`src/rtl/regfile_wb_arbiter.sv`:
```
// Write-port owner for register_file: clears every register after reset, then
// round-robin arbitrates ALU and MEM writebacks onto the port, suppressing x0 writes.
module regfile_wb_arbiter #(
  parameter int unsigned DATA_WIDTH = 32,
  parameter int unsigned ADDR_WIDTH = 5,
  parameter int unsigned NUM_REGS   = 32,
  parameter bit          INIT_CLEAR = 1'b1
) (
  input  logic                  clock_i,
  input  logic                  reset_i,
  input  logic                  alu_valid_i,
  input  logic [ADDR_WIDTH-1:0] alu_rd_i,
  input  logic [DATA_WIDTH-1:0] alu_data_i,
  output logic                  alu_ready_o,
  input  logic                  mem_valid_i,
  input  logic [ADDR_WIDTH-1:0] mem_rd_i,
  input  logic [DATA_WIDTH-1:0] mem_data_i,
  output logic                  mem_ready_o,
  output logic                  reg_write_o,
  output logic [ADDR_WIDTH-1:0] wr_register_o,
  output logic [DATA_WIDTH-1:0] wr_data_o,
  output logic                  init_done_o
);

  typedef enum logic {ST_INIT, ST_RUN} state_e;
  typedef enum logic {PRIO_ALU, PRIO_MEM} prio_e;

  localparam logic [ADDR_WIDTH:0] LAST_IDX    = (ADDR_WIDTH + 1)'(NUM_REGS - 1);
  localparam state_e              RESET_STATE = INIT_CLEAR ? ST_INIT : ST_RUN;

  state_e                state_q, state_d;
  prio_e                 prio_q, prio_d;
  logic [ADDR_WIDTH:0]   clr_cnt_q, clr_cnt_d;
  logic                  reg_write_q, reg_write_d;
  logic [ADDR_WIDTH-1:0] wr_register_q, wr_register_d;
  logic [DATA_WIDTH-1:0] wr_data_q, wr_data_d;
  logic                  init_done_q, init_done_d;

  logic run_active;
  logic alu_xfer;
  logic mem_xfer;

  // Readies are gated by reset_i directly so they drop the moment reset asserts.
  always_comb begin
    run_active  = (state_q == ST_RUN) && !reset_i;
    alu_ready_o = run_active && alu_valid_i && (!mem_valid_i || prio_q == PRIO_ALU);
    mem_ready_o = run_active && mem_valid_i && (!alu_valid_i || prio_q == PRIO_MEM);
    alu_xfer    = alu_valid_i && alu_ready_o;
    mem_xfer    = mem_valid_i && mem_ready_o;
  end

  always_comb begin
    state_d       = state_q;
    prio_d        = prio_q;
    clr_cnt_d     = clr_cnt_q;
    reg_write_d   = 1'b0;
    wr_register_d = wr_register_q;
    wr_data_d     = wr_data_q;
    init_done_d   = init_done_q;
    case (state_q)
      ST_INIT: begin
        reg_write_d   = 1'b1;
        wr_register_d = clr_cnt_q[ADDR_WIDTH-1:0];
        wr_data_d     = '0;
        clr_cnt_d     = clr_cnt_q + 1'b1;
        if (clr_cnt_q == LAST_IDX) begin
          state_d     = ST_RUN;
          init_done_d = 1'b1;
        end
      end
      ST_RUN: begin
        init_done_d = 1'b1;
        if (alu_xfer) begin
          reg_write_d   = (alu_rd_i != '0);
          wr_register_d = alu_rd_i;
          wr_data_d     = alu_data_i;
          prio_d        = PRIO_MEM;
        end else if (mem_xfer) begin
          reg_write_d   = (mem_rd_i != '0);
          wr_register_d = mem_rd_i;
          wr_data_d     = mem_data_i;
          prio_d        = PRIO_ALU;
        end
      end
    endcase
  end

  always_ff @(posedge clock_i or posedge reset_i) begin
    if (reset_i) begin
      state_q       <= RESET_STATE;
      prio_q        <= PRIO_ALU;
      clr_cnt_q     <= '0;
      reg_write_q   <= 1'b0;
      wr_register_q <= '0;
      wr_data_q     <= '0;
      init_done_q   <= 1'b0;
    end else begin
      state_q       <= state_d;
      prio_q        <= prio_d;
      clr_cnt_q     <= clr_cnt_d;
      reg_write_q   <= reg_write_d;
      wr_register_q <= wr_register_d;
      wr_data_q     <= wr_data_d;
      init_done_q   <= init_done_d;
    end
  end

  assign reg_write_o   = reg_write_q;
  assign wr_register_o = wr_register_q;
  assign wr_data_o     = wr_data_q;
  assign init_done_o   = init_done_q;

endmodule

```
`config.mk`:
```
export PLATFORM = sky130hd
export DESIGN_NAME = regfile_wb_arbiter
export DESIGN_NICKNAME = d
export VERILOG_FILES = /design/src/rtl/regfile_wb_arbiter.sv
export SDC_FILE = /design/constraint.sdc
export NUM_CORES = 1
export LEC_CHECK = 0
export CORE_MARGIN = 2
export CORE_UTILIZATION = 44
export DETAILED_ROUTE_END_ITERATION = 12
export GPL_TIMING_DRIVEN = 0
export PLACE_DENSITY = 0.92
export SLEW_MARGIN = 20
export SYNTH_ARGS = -nofsm -noshare
export SYNTH_HDL_FRONTEND = slang
export SYNTH_SLANG_ARGS = --single-unit
```
`constraint.sdc`:
```
create_clock -name clock_i -period 3.81 [get_ports clock_i]
set_clock_uncertainty 0.2 [all_clocks]
set_input_delay 0.762 -clock clock_i [delete_from_list [all_inputs] [get_ports clock_i]]
set_output_delay 0.762 -clock clock_i [all_outputs]
set_load 0.005 [all_outputs]
```
==> metrics.md <==
| Metric | Value |
|---|---|
| Synth warn | 0 |
| Worst min path class | register to register |
| Data arrival time of the critical path | 2660 ps |
| RSZ-0062 raised after global routing | no |
| Nets | 457 |
| Sequential share of the synthesized area | 47.7% |
| Footprint of the multi-input gates | 1030 µm² |
| Mapped Avg Cell Area | 9.75 µm² |
| CP bufs+invs | 5 |
| Relative slew slack | 53.4% |
| Crit. End Element | output pin |
| Die W | 78.9 µm |
| PD cells | 341 nW/µm² |
| Peak VDD IR | 0.000187 V |
| Syn Inst Count | 253 |
| FF/Latch Area | 1180 µm² |
| Via density | 5.91 |
| Iter 0 DRT Violations | 212 |
| Io pins | 119 |
| Final setup viols | 0 |
| Bufs on Longest Clock Path | 2 |
| Fmax | 276 MHz |
| ANT cells | 0 |
| Critical-path maximum fanout | 10 |
| Drt first pass iters | 4 |
| Register bit total from synthesis | 47 |
| CP most frequent cell | buf_6 |
| Number of routed nets with antenna violations | 0 |
| Status | completed |
| CTS H-Tree Depth | 2 |
| Area Overhead vs Synth | 55.4% |
| Gr usage total | 25.8% |
| Most used DFF post-synth | dfrtp_1 |
| Gp weighted congestion | 0.834 |
| Initial antenna violation count | 0 |
| Synth async-reset ratio | 100% |
| Most frequent cells in the layout | clkdlybuf4s50_1 (117), dfrtp_1 (47), nand3_1 (35) |
| Reg clk slew, reported paths | 90 ps |
| Fill cells | 441 |
| Die area | 6220 µm² |
| Hold Path Depth | 1 |
| CP required | 2850 ps |
| P_leak | 1.55 nW |
| # rows | 27 |
| Share of cells above drive strength 1 | 5.01% |
| CP Class | input port to output pin |
| CTS tree | done |
| Root Buffer | clkbuf_8 |
| Startpoint Class | input port |
| Via count | 2664 |
| PortBufs | 117 |
| Largest net degree at the start of global routing | 27 |
| Num CTS Buffers | 5 |
| Post-synth EDFFs | 0 |
| Worst Hold End | init_done_o |
| DP HPWL | 6.01 mm |
| Synth Cell Area | 2470 µm² |
| Die height | 78.9 µm |
| Hold Path Origin | init_done_o |
| TritonCTS sink count | 47 |
| R2R depth | 4 |
| Worst R2R Setup Slack | 1850 ps |
| PostCTS Resize Cnt | 0 |
| Slew @ Worst Pin | 692 ps |
| Gr ovfl total | 0 |
| Slew Limit Fails | 0 |
| Final Critical Period | 3620 ps |
| Vias in the first global route | 2633 |
| Yosys cell types | 34 |
| Final Hold Fails | 0 |
| First-pass GRT wire length | 12.6 mm |
| Dpl cell area | 3750 µm² |
| CP Cell Sequence | clkdlybuf4s50_1 -> and3b_1 -> buf_6 -> and2_4 -> buf_6 -> buf_6 -> clkdlybuf4s50_1 |
| Starting Density | 45.1% |
| Worst r2r src | state_q |
| Fin area | 3830 µm² |
| Drc violations | 0 |
| Setup_tns | 0 ps |
| Final WL | 8.01 mm |
| Core ar. | 5470 µm² |
| Clk_lat worst skew | 300 ps |
| Max incr delay on CP | 590 ps |
| Tcrit/Tclk final | 95.0% |
| Syn_nets | 332 |
| Avg WL per Cell | 17.8 µm |
| CP max stage cell | clkdlybuf4s50_1 |
| Max-Cap Viols | 0 |
| Top delay family on crit path | buffers and inverters |
| Setup bufs post-CTS | 0 |
| Most common cell after layout, fill and taps aside | clkdlybuf4s50_1 |
| Worst R2R End | wr_data_o[6] |
| Hold_buf cts | 0 |
-- synth_stat cells, types with 2 or more instances --
cell	number	area share, %
inv_1	35	5.3
nor2_1	3	0.46
nand4_1	2	0.51
xnor2_1	5	1.8
a221o_1	5	2.0
dfrtp_1	47	48
o21ai_0	2	0.41
nand3_1	35	7.1
a41o_1	2	0.81
o211ai_1	32	9.7
clkbuf_1	20	3.0
buf_6	4	1.8
o311ai_0	29	10
nor2b_1	3	0.76
nand2_1	6	0.91
o311ai_1	4	1.4
o2bb2ai_1	2	0.71
-- flip-flops by register name, summed over array words and instances, names as in the netlist --
| register | flops |
|---|---|
| state_q | 1 |
| wr_data_o | 32 |
| init_done_o | 1 |
| prio_q | 1 |
| clr_cnt_q | 6 |
| reg_write_o | 1 |
| wr_register_o | 5 |
-- stage by stage --
| stage | setup slack (ps) | power [mW] | cells | hold WS, ps | util, % |
|---|---|---|---|---|---|
| after floorplan | 1380 | 0.748 | 253 | 240 | - |
| after global placement | 276 | 0.992 | 442 | 258 | 68.1 |
| after detailed placement | 227 | 1.01 | 443 | 259 | 68.5 |
| after CTS | 223 | 1.31 | 451 | 276 | 70.0 |
| after global routing | 105 | 1.36 | 451 | 295 | 70.0 |
| final | 191 | 1.31 | 451 | 278 | 70.0 |
-- worst max path at each step --
stage | from | endpoint | slack, ps | cells after the start
after floorplan | mem_valid_i | alu_ready_o | 1380 | 5
after global placement | alu_valid_i | alu_ready_o | 280 | 7
after detailed placement | alu_valid_i | alu_ready_o | 230 | 7
after CTS | alu_valid_i | alu_ready_o | 220 | 7
after global routing | alu_valid_i | alu_ready_o | 110 | 7
final | alu_valid_i | alu_ready_o | 190 | 7
-- cell type report --
class	count	share of cell area [%]
multi-input cells	145	26.9
well taps	72	2.35
clock buffers	5	1.80
plain buffers	26	3.36
flip-flops and latches	47	30.7
inverters	35	3.43
repair buffers	118	31.1
clock inverters	3	0.392
-- metal layers --
layer | routed length [µm] | share of wire [%] | GRT usage [%]
met1 | 3120 | 39 | 31.7
met4 | 148 | 1.8 | 7.24
met5 | 0 | 0 | 0
met3 | 731 | 9.1 | 6.14
met2 | 4010 | 50 | 45.2
-- report_power, final --
part / switching, mW / internal, mW / leakage [nW] / total (mW)
clock: 0.176 / 0.126 / 0.0477 / 0.302
sequential: 0.0393 / 0.564 / 0.564 / 0.603
combinational: 0.155 / 0.246 / 0.937 / 0.401
-- kinds of logic (layout without fill, tap and decap cells) --
kind of cell	Yosys count	count (layout)	synth area share, %
fa+ha+maj	1	1	0.507
compound gates	80	80	26.8
simple gates	58	58	12.2
xor+xnor	5	5	1.78
buf+inv	61	187	10.6
mux	1	1	0.457
flops	47	47	47.7
(Power assumes the default switching activity.)
